File: config.mk
export PLATFORM = sky130hd
export DESIGN_NAME = alu_uart_sequencer_flat
export DESIGN_NICKNAME = d
export VERILOG_FILES = /design/src/rtl/alu_uart_sequencer_if.sv /design/src/rtl/alu_uart_sequencer.sv /design/src/flat_wrapper.sv
export SDC_FILE = /design/constraint.sdc
export NUM_CORES = 1
export LEC_CHECK = 0
export ABC_CLOCK_PERIOD_IN_PS = 1200
export CORE_MARGIN = 10
export CORE_UTILIZATION = 38
export DETAILED_ROUTE_END_ITERATION = 10
export GPL_TIMING_DRIVEN = 0
export PLACE_DENSITY = 0.84
export SETUP_SLACK_MARGIN = 0.05
export SLEW_MARGIN = 10
export SYNTH_ARGS = -nofsm -noshare
export SYNTH_HDL_FRONTEND = slang
export SYNTH_SLANG_ARGS = --single-unit
File: constraint.sdc
create_clock -name i_clk -period 1.2 [get_ports i_clk]
set_clock_uncertainty 0.1 [all_clocks]
set_input_delay 0.18 -clock i_clk [delete_from_list [all_inputs] [get_ports i_clk]]
set_output_delay 0.18 -clock i_clk [all_outputs]
set_load 0.02 [all_outputs]
File: src/rtl/alu_uart_sequencer_if.sv
// -----------------------------------------------------------------------------
// alu_uart_sequencer_if
// Bundles the UART RX/TX and ALU signals seen by the ALU/UART sequencer.
//   master : sequencer side (drives operands, opcode, TX byte/start, busy, err)
//   slave  : environment side (UART RX, UART TX done, combinational ALU result)
// Signals:
//   i_rx_data / i_rx_valid   received byte and its one-cycle valid pulse
//   i_alu_result             combinational ALU output
//   i_tx_done                one-cycle pulse when TX finished a byte
//   o_alu_data_A/B, o_alu_op operand and opcode registers feeding the ALU
//   o_tx_data / o_tx_start   result byte and its one-cycle send request
//   o_busy / o_err           busy flag and error pulse
// -----------------------------------------------------------------------------
interface alu_uart_sequencer_if #(
  parameter int NB_DATA = 8,
  parameter int NB_OP   = 6
) ();
  logic [NB_DATA-1:0] i_rx_data;
  logic               i_rx_valid;
  logic [NB_DATA-1:0] i_alu_result;
  logic               i_tx_done;
  logic [NB_DATA-1:0] o_alu_data_A;
  logic [NB_DATA-1:0] o_alu_data_B;
  logic [NB_OP-1:0]   o_alu_op;
  logic [NB_DATA-1:0] o_tx_data;
  logic               o_tx_start;
  logic               o_busy;
  logic               o_err;

  modport master (
    input  i_rx_data, i_rx_valid, i_alu_result, i_tx_done,
    output o_alu_data_A, o_alu_data_B, o_alu_op, o_tx_data, o_tx_start,
           o_busy, o_err
  );

  modport slave (
    output i_rx_data, i_rx_valid, i_alu_result, i_tx_done,
    input  o_alu_data_A, o_alu_data_B, o_alu_op, o_tx_data, o_tx_start,
           o_busy, o_err
  );
endinterface

File: src/rtl/alu_uart_sequencer.sv
// -----------------------------------------------------------------------------
// alu_uart_sequencer
// Collects operand A, operand B and opcode as three consecutive UART bytes,
// presents them to the combinational ALU, captures the result and hands it
// to the UART transmitter with a start/done handshake.
// Ports:
//   i_clk    system clock (rising edge)
//   i_reset  synchronous active-high reset
//   bus      alu_uart_sequencer_if.master (RX byte, ALU, TX handshake, flags)
// Optional feature: define ALU_SEQ_TIMEOUT_EN to abandon a frame whose next
// byte does not arrive within TIMEOUT cycles (in WAIT_B / WAIT_OP).
// -----------------------------------------------------------------------------
module alu_uart_sequencer #(
  parameter int NB_DATA = 8,
  parameter int NB_OP   = 6,
  parameter int TIMEOUT = 1_000_000
) (
  input  logic                  i_clk,
  input  logic                  i_reset,
  alu_uart_sequencer_if.master  bus
);

  typedef enum logic [2:0] {
    WAIT_A  = 3'd0,
    WAIT_B  = 3'd1,
    WAIT_OP = 3'd2,
    EXEC    = 3'd3,
    SEND    = 3'd4,
    WAIT_TX = 3'd5
  } state_t;

  state_t             state_r, state_nxt_s;
  logic [NB_DATA-1:0] data_a_r, data_b_r, tx_data_r;
  logic [NB_OP-1:0]   op_r;
  logic               tx_start_r, busy_r, err_r;
  logic               drop_s, expire_s, timeout_hit_s;

`ifdef ALU_SEQ_TIMEOUT_EN
  localparam int CNT_W = $clog2(TIMEOUT + 1);
  logic [CNT_W-1:0] cnt_r;

  // Expiry fires on the idle cycle that would bring the count up to TIMEOUT.
  assign timeout_hit_s = (cnt_r == CNT_W'(TIMEOUT - 1));

  // Inter-byte idle counter: counts only idle cycles inside a partial frame.
  always_ff @(posedge i_clk) begin
    if (i_reset) begin
      cnt_r <= {CNT_W{1'b0}};
    end else if (((state_r == WAIT_B) || (state_r == WAIT_OP)) &&
                 !bus.i_rx_valid && !timeout_hit_s) begin
      cnt_r <= cnt_r + CNT_W'(1);
    end else begin
      cnt_r <= {CNT_W{1'b0}};
    end
  end
`else
  localparam int unused_timeout = TIMEOUT;
  assign timeout_hit_s = 1'b0;
`endif

  // Next-state logic plus drop/expiry detection.
  always_comb begin
    state_nxt_s = state_r;
    drop_s      = 1'b0;
    expire_s    = 1'b0;
    case (state_r)
      WAIT_A: begin
        if (bus.i_rx_valid) state_nxt_s = WAIT_B;
        else                state_nxt_s = WAIT_A;
      end
      WAIT_B: begin
        if (bus.i_rx_valid) begin
          state_nxt_s = WAIT_OP;
        end else if (timeout_hit_s) begin
          state_nxt_s = WAIT_A;
          expire_s    = 1'b1;
        end else begin
          state_nxt_s = WAIT_B;
        end
      end
      WAIT_OP: begin
        if (bus.i_rx_valid) begin
          state_nxt_s = EXEC;
        end else if (timeout_hit_s) begin
          state_nxt_s = WAIT_A;
          expire_s    = 1'b1;
        end else begin
          state_nxt_s = WAIT_OP;
        end
      end
      EXEC: begin
        state_nxt_s = SEND;
        drop_s      = bus.i_rx_valid;
      end
      SEND: begin
        state_nxt_s = WAIT_TX;
        drop_s      = bus.i_rx_valid;
      end
      WAIT_TX: begin
        drop_s = bus.i_rx_valid;
        if (bus.i_tx_done) state_nxt_s = WAIT_A;
        else               state_nxt_s = WAIT_TX;
      end
      default: begin
        state_nxt_s = WAIT_A;
      end
    endcase
  end

  // State and output registers; start is raised for the SEND cycle only.
  always_ff @(posedge i_clk) begin
    if (i_reset) begin
      state_r    <= WAIT_A;
      data_a_r   <= {NB_DATA{1'b0}};
      data_b_r   <= {NB_DATA{1'b0}};
      op_r       <= {NB_OP{1'b0}};
      tx_data_r  <= {NB_DATA{1'b0}};
      tx_start_r <= 1'b0;
      busy_r     <= 1'b0;
      err_r      <= 1'b0;
    end else begin
      state_r <= state_nxt_s;
      if ((state_r == WAIT_A) && bus.i_rx_valid) data_a_r <= bus.i_rx_data;
      if ((state_r == WAIT_B) && bus.i_rx_valid) data_b_r <= bus.i_rx_data;
      if ((state_r == WAIT_OP) && bus.i_rx_valid) op_r <= bus.i_rx_data[NB_OP-1:0];
      if (state_r == EXEC) tx_data_r <= bus.i_alu_result;
      tx_start_r <= (state_r == EXEC);
      busy_r     <= (state_nxt_s == EXEC) || (state_nxt_s == SEND) ||
                    (state_nxt_s == WAIT_TX);
      err_r      <= drop_s || expire_s;
    end
  end

  assign bus.o_alu_data_A = data_a_r;
  assign bus.o_alu_data_B = data_b_r;
  assign bus.o_alu_op     = op_r;
  assign bus.o_tx_data    = tx_data_r;
  assign bus.o_tx_start   = tx_start_r;
  assign bus.o_busy       = busy_r;
  assign bus.o_err        = err_r;

endmodule

File: src/flat_wrapper.sv
// flat-port wrapper written by rule: the top's interface ports become plain ports
module alu_uart_sequencer_flat 
#(
  parameter int NB_DATA = 8,
  parameter int NB_OP   = 6,
  parameter int TIMEOUT = 1_000_000
)
  (i_clk, i_reset, bus_i_rx_data, bus_i_rx_valid, bus_i_alu_result, bus_i_tx_done, bus_o_alu_data_A, bus_o_alu_data_B, bus_o_alu_op, bus_o_tx_data, bus_o_tx_start, bus_o_busy, bus_o_err);
  alu_uart_sequencer_if #(.NB_DATA(NB_DATA), .NB_OP(NB_OP)) bus_i ();
  input  logic i_clk;
  input  logic i_reset;
  input wire logic [$bits(bus_i.i_rx_data)-1:0] bus_i_rx_data;
  input wire logic [$bits(bus_i.i_rx_valid)-1:0] bus_i_rx_valid;
  input wire logic [$bits(bus_i.i_alu_result)-1:0] bus_i_alu_result;
  input wire logic [$bits(bus_i.i_tx_done)-1:0] bus_i_tx_done;
  output wire logic [$bits(bus_i.o_alu_data_A)-1:0] bus_o_alu_data_A;
  output wire logic [$bits(bus_i.o_alu_data_B)-1:0] bus_o_alu_data_B;
  output wire logic [$bits(bus_i.o_alu_op)-1:0] bus_o_alu_op;
  output wire logic [$bits(bus_i.o_tx_data)-1:0] bus_o_tx_data;
  output wire logic [$bits(bus_i.o_tx_start)-1:0] bus_o_tx_start;
  output wire logic [$bits(bus_i.o_busy)-1:0] bus_o_busy;
  output wire logic [$bits(bus_i.o_err)-1:0] bus_o_err;
  assign bus_i.i_rx_data = bus_i_rx_data;
  assign bus_i.i_rx_valid = bus_i_rx_valid;
  assign bus_i.i_alu_result = bus_i_alu_result;
  assign bus_i.i_tx_done = bus_i_tx_done;
  assign bus_o_alu_data_A = bus_i.o_alu_data_A;
  assign bus_o_alu_data_B = bus_i.o_alu_data_B;
  assign bus_o_alu_op = bus_i.o_alu_op;
  assign bus_o_tx_data = bus_i.o_tx_data;
  assign bus_o_tx_start = bus_i.o_tx_start;
  assign bus_o_busy = bus_i.o_busy;
  assign bus_o_err = bus_i.o_err;
  alu_uart_sequencer #(.NB_DATA(NB_DATA), .NB_OP(NB_OP), .TIMEOUT(TIMEOUT)) u_core (.i_clk(i_clk), .i_reset(i_reset), .bus(bus_i));
endmodule
# Word-level counts from Yosys, hierarchy flattened

Cells that the tools add are included.

Eq/ne operators: 8
Multiplexer cells: 5
Bitwise gates (word level): 1
Reductions and logical operators: 8

Operator list:

| cell               | count |
|---|---|
| $pmux 3 s6         | 1 |
| $eq 3x3->1 const B | 4 |
| $eq 3x2->1 const B | 3 |
| $eq 3x1->1 const B | 1 |
| $logic_and 1x1->1  | 3 |
| $logic_not 3->1    | 1 |
| $mux 3             | 1 |
| $reduce_or 3->1    | 1 |
| $logic_or 1x1->1   | 2 |
| $mux 1             | 2 |
| $mux 2             | 1 |
| $reduce_or 2->1    | 1 |
| $not 1->1          | 1 |

Flip-flop bits (word level): 36
Input bits: 20
Output and inout port bits: 33

# Logic depth before layout (Yosys ltp)

Word-level depth: 5
Mapped depth: 5
Mapped depth without buffers: 3

# Least setup slack after synthesis

No wires, ideal clock.

Path type: reg-to-reg
From: register u_core.state_r[1]
To: register u_core.data_b_r[0], in the netlist u_core.bus.o_alu_data_B[0]
Setup time: 0.128 ns
Data arrival time: 1.105 ns
Data required time: 0.972 ns
Slack: -0.132 ns
Stages on the path, launching flop included: 6
Buffers on the path: 2
Cell sequence: dfxtp_1 -> buf_2 -> and4bb_2 -> buf_4 -> mux2i_1 -> nor2_1

Cells in the longest elaborated chain, start to end: 2

RTL lines:

| item                   | line                      | text |
|---|---|---|
| start, declared        | alu_uart_sequencer.sv:32  | `state_t state_r, state_nxt_s;` |
| start signal, assigned | alu_uart_sequencer.sv:122 | `state_r <= state_nxt_s;` |
| $eq 3x1->1             | alu_uart_sequencer.sv:124 | `if ((state_r == WAIT_B) && bus.i_rx_valid) data_b_r <= bus.i_rx_data;` |
| $logic_and 1x1->1      | alu_uart_sequencer.sv:124 |  |
| end signal, assigned   | alu_uart_sequencer.sv:115 | `data_b_r <= {NB_DATA{1'b0}};` |
| end signal, assigned   | alu_uart_sequencer.sv:124 |  |
| end, declared          | alu_uart_sequencer.sv:33  | `logic [NB_DATA-1:0] data_a_r, data_b_r, tx_data_r;` |

Every way passes these cells.
A chain may end at the register's enable or synchronous reset.

# Final worst setup path

From: register u_core.state_r[1]
To: register u_core.data_b_r[3], in the netlist u_core.bus.o_alu_data_B[3]

Same word-level chain as after synthesis.

==> flow_summary.json <==
{
  "status": "finished with violations",
  "violations": "setup timing",
  "die_area_sq_um": 6370,
  "cp.arrival_ns": 1.50,
  "utilization": 0.609,
  "antennaDiodeCount": 0,
  "num_rows": 21,
  "critical_path.cell_chain": "buf_6 > and4bb_2 > buf_8 > mux2i_1 > nor2_1",
  "numCtsBuffers": 5,
  "p_per_area_nw_per_um2": 1170,
  "postRouteWirelength_um": 3690,
  "placed_area_sq_um": 1950,
  "drv_cap": 0,
  "gp_congestion": 0.749,
  "clk_pin_slew_ns": 0.11,
  "multi_input_area_sq_um": 602,
  "critPathKind": "flip-flop to flip-flop",
  "final_layout_size_suffix_gt1_frac": 0.382,
  "p_leak_nw": 0.928,
  "clockBufferDepth": 2,
  "min_path_type": "input port to flip-flop",
  "root_buffer": "clkbuf_4",
  "first_iter_violations": 61,
  "use_met2": 0.184,
  "fin_nets": 227,
  "slew_viol_final": 0,
  "cts_tree": "built",
  "crit_slowest_cell": "dfxtp_2",
  "synthesis.area_sq_um": 1360,
  "yosys_warnings": 0,
  "worst_pin_slew_ns": 0.548,
  "fin_crit_ns": 1.40,
  "cts.sinks": 36,
  "cp.required_ns": 1.30,
  "detailedPlace.worstSlack_ns": -0.631,
  "max-slew-margin-rel": 0.635,
  "top_usage_layer": "met2",
  "drtPass1Iterations": 4,
  "grt_use_met3": 0.0518,
  "ctsHoldBuffers": 0,
  "hpwl_um": 2550,
  "setup_viol": 33,
  "fin_ws_ns": -0.195,
  "place_inst": 235,
  "path_delay_family": "simple AND/OR/NAND/NOR gates",
  "synthesis.nets": 158,
  "synthDistinctLibCells": 19,
  "crit_path_end_kind": "flip-flop",
  "hold_viol": 0,
  "dieWidth_um": 79.8,
  "final_cells": 253,
  "fin_area_sq_um": 2060,
  "vias": 1180,
  "start_util": 0.401,
  "ys_seq_area_frac": 0.530,
  "fin_crit_sh": 1.16,
  "io_pins": 53,
  "avgSynthCellArea_sq_um": 9.86,
  "grt.total_usage": 0.119,
  "syn_inst": 138,
  "n_fill_cell": 319,
  "power.total_w": 0.00241,
  "ant_nets": 0,
  "fmax_ghz": 0.717,
  "core-area_sq_um": 3390,
  "vias_per_cell": 4.66,
  "die_h_um": 79.8,
  "critPathMaxStageDelay_ns": 0.34,
  "grt_pass1_wl_um": 5960,
  "grt_max_degree": 11,
  "grt_use_met1": 0.136,
  "drt-wirelength-per-cell_um": 14.6,
  "critPathLaunchType": "flip-flop",
  "htreeDepth": 2,
  "timing.critical_path.buf_inv": 2,
  "clock_latency_ns": 0.34,
  "rsz0062_at_grt": "true",
  "grt.overflow.total": 0,
  "ir_worst_vdd_mv": 0.770,
  "ff2ff_setup_slack_ns": -0.20,
  "drc": 0,
  "final-seq-area_sq_um": 738,
  "numPortBuffers": 51,
  "ys_ff_latch": 36,
  "antenna_found_initial": 0,
  "cp_max_fo": 8,
  "area_growth_pct": 51.8,
  "grt_pass1_vias": 1195
}
## where the power goes
group	leakage [nW]	switching, W	internal, W
Sequential	0.299	0.0000223	0.00124
Combinational	0.592	0.000206	0.000221
Clock	0.0374	0.000383	0.000332
## final timing paths
check                                   from                         end  cells after the start
hold / removal                       i_reset           u_core.state_r[2]                      2
setup reg to reg           u_core.state_r[1]  u_core.bus.o_alu_data_B[3]                      5
hold reg to reg   u_core.bus.o_alu_data_A[5]  u_core.bus.o_alu_data_A[5]                      2
setup / recovery           u_core.state_r[1]  u_core.bus.o_alu_data_B[3]                      5
## worst register-to-register path, stage by stage, from the launching register on
cell and delay, ns:
dfxtp_2 0.34, buf_6 0.13, and4bb_2 0.31, buf_8 0.15, mux2i_1 0.19, nor2_1 0.05
## final cells by class
cell class / count / share of cell area
buffer: 11 / 0.0473
clock buffer: 7 / 0.0315
timing repair buffer: 62 / 0.244
tap: 46 / 0.0279
sequential: 36 / 0.358
multi-input combinational: 91 / 0.292
## per-stage QoR
step | hold slack (ns) | TNS [ns]
final | 0.115 | -5.01
after global routing | 0.153 | -6.99
after detailed placement | 0.347 | -13.59
after floorplan | 0.216 | -1.86
after global placement | 0.343 | -12.98
after CTS | 0.110 | -4.51
## repair_timing
| item | 4_1_cts | 5_1_grt |
|---|---|---|
| gates cloned | 1 | 0 |
| pin swaps | 3 | 3 |
| setup endpoints to repair | 63 | 63 |
| gates resized for setup | 142 | 45 |
| setup buffers | 6 | 4 |
## per-layer routing
layer	vias to the layer above	share of wire	wire (um)
met4	0	0.025	91
met1	542	0.41	1520
li1	598	-	-
met5	-	0	0
met2	33	0.48	1780
met3	7	0.078	287
## logic make-up (layout without fill, tap and decap cells)
| family | count (synthesis) | count (layout) | share of synthesized area |
|---|---|---|---|
| flops | 36 | 36 | 0.530 |
| mux | 22 | 22 | 0.162 |
| buf+inv | 11 | 80 | 0.0442 |
| compound gates | 17 | 17 | 0.0681 |
| simple gates | 52 | 52 | 0.196 |
## cells in the mapped netlist
cell | instances | area [sq um]
a211oi_1 | 1 | 7.51
a21o_1 | 2 | 15.0
a21oi_1 | 13 | 65.1
and4bb_2 | 2 | 25.0
buf_2 | 3 | 15.0
buf_4 | 4 | 30.0
clkbuf_1 | 4 | 15.0
dfxtp_1 | 36 | 721
mux2i_1 | 22 | 220
nand2_1 | 16 | 60.1
nand2b_1 | 2 | 12.5
nand3b_1 | 2 | 15.0
nor2_1 | 24 | 90.1
nor2b_1 | 1 | 6.26
nor4b_1 | 1 | 8.76
nor4b_4 | 1 | 23.8
o21ai_0 | 1 | 5.00
or2b_1 | 2 | 15.0
or4b_1 | 1 | 10.0
## layout by cell type (no fill, tap or decap), types with 5 or more instances in the layout
cell             instances
buf_4                   37
nor2_1                  23
mux2i_1                 22
dfxtp_1                 22
clkdlybuf4s50_1         17
nand2_1                 16
dfxtp_2                 14
a21oi_1                 11
buf_6                    8
clkbuf_4                 5
buf_2                    5
## sequential cells by signal (all words and copies together) (netlist names)
signal / count
u_core.bus.o_alu_data_A: 8
u_core.bus.o_busy: 1
u_core.bus.o_alu_data_B: 8
u_core.bus.o_err: 1
u_core.bus.o_tx_data: 8
u_core.bus.o_alu_op: 6
u_core.bus.o_tx_start: 1
u_core.state_r: 3
(Power assumes the default switching activity.)
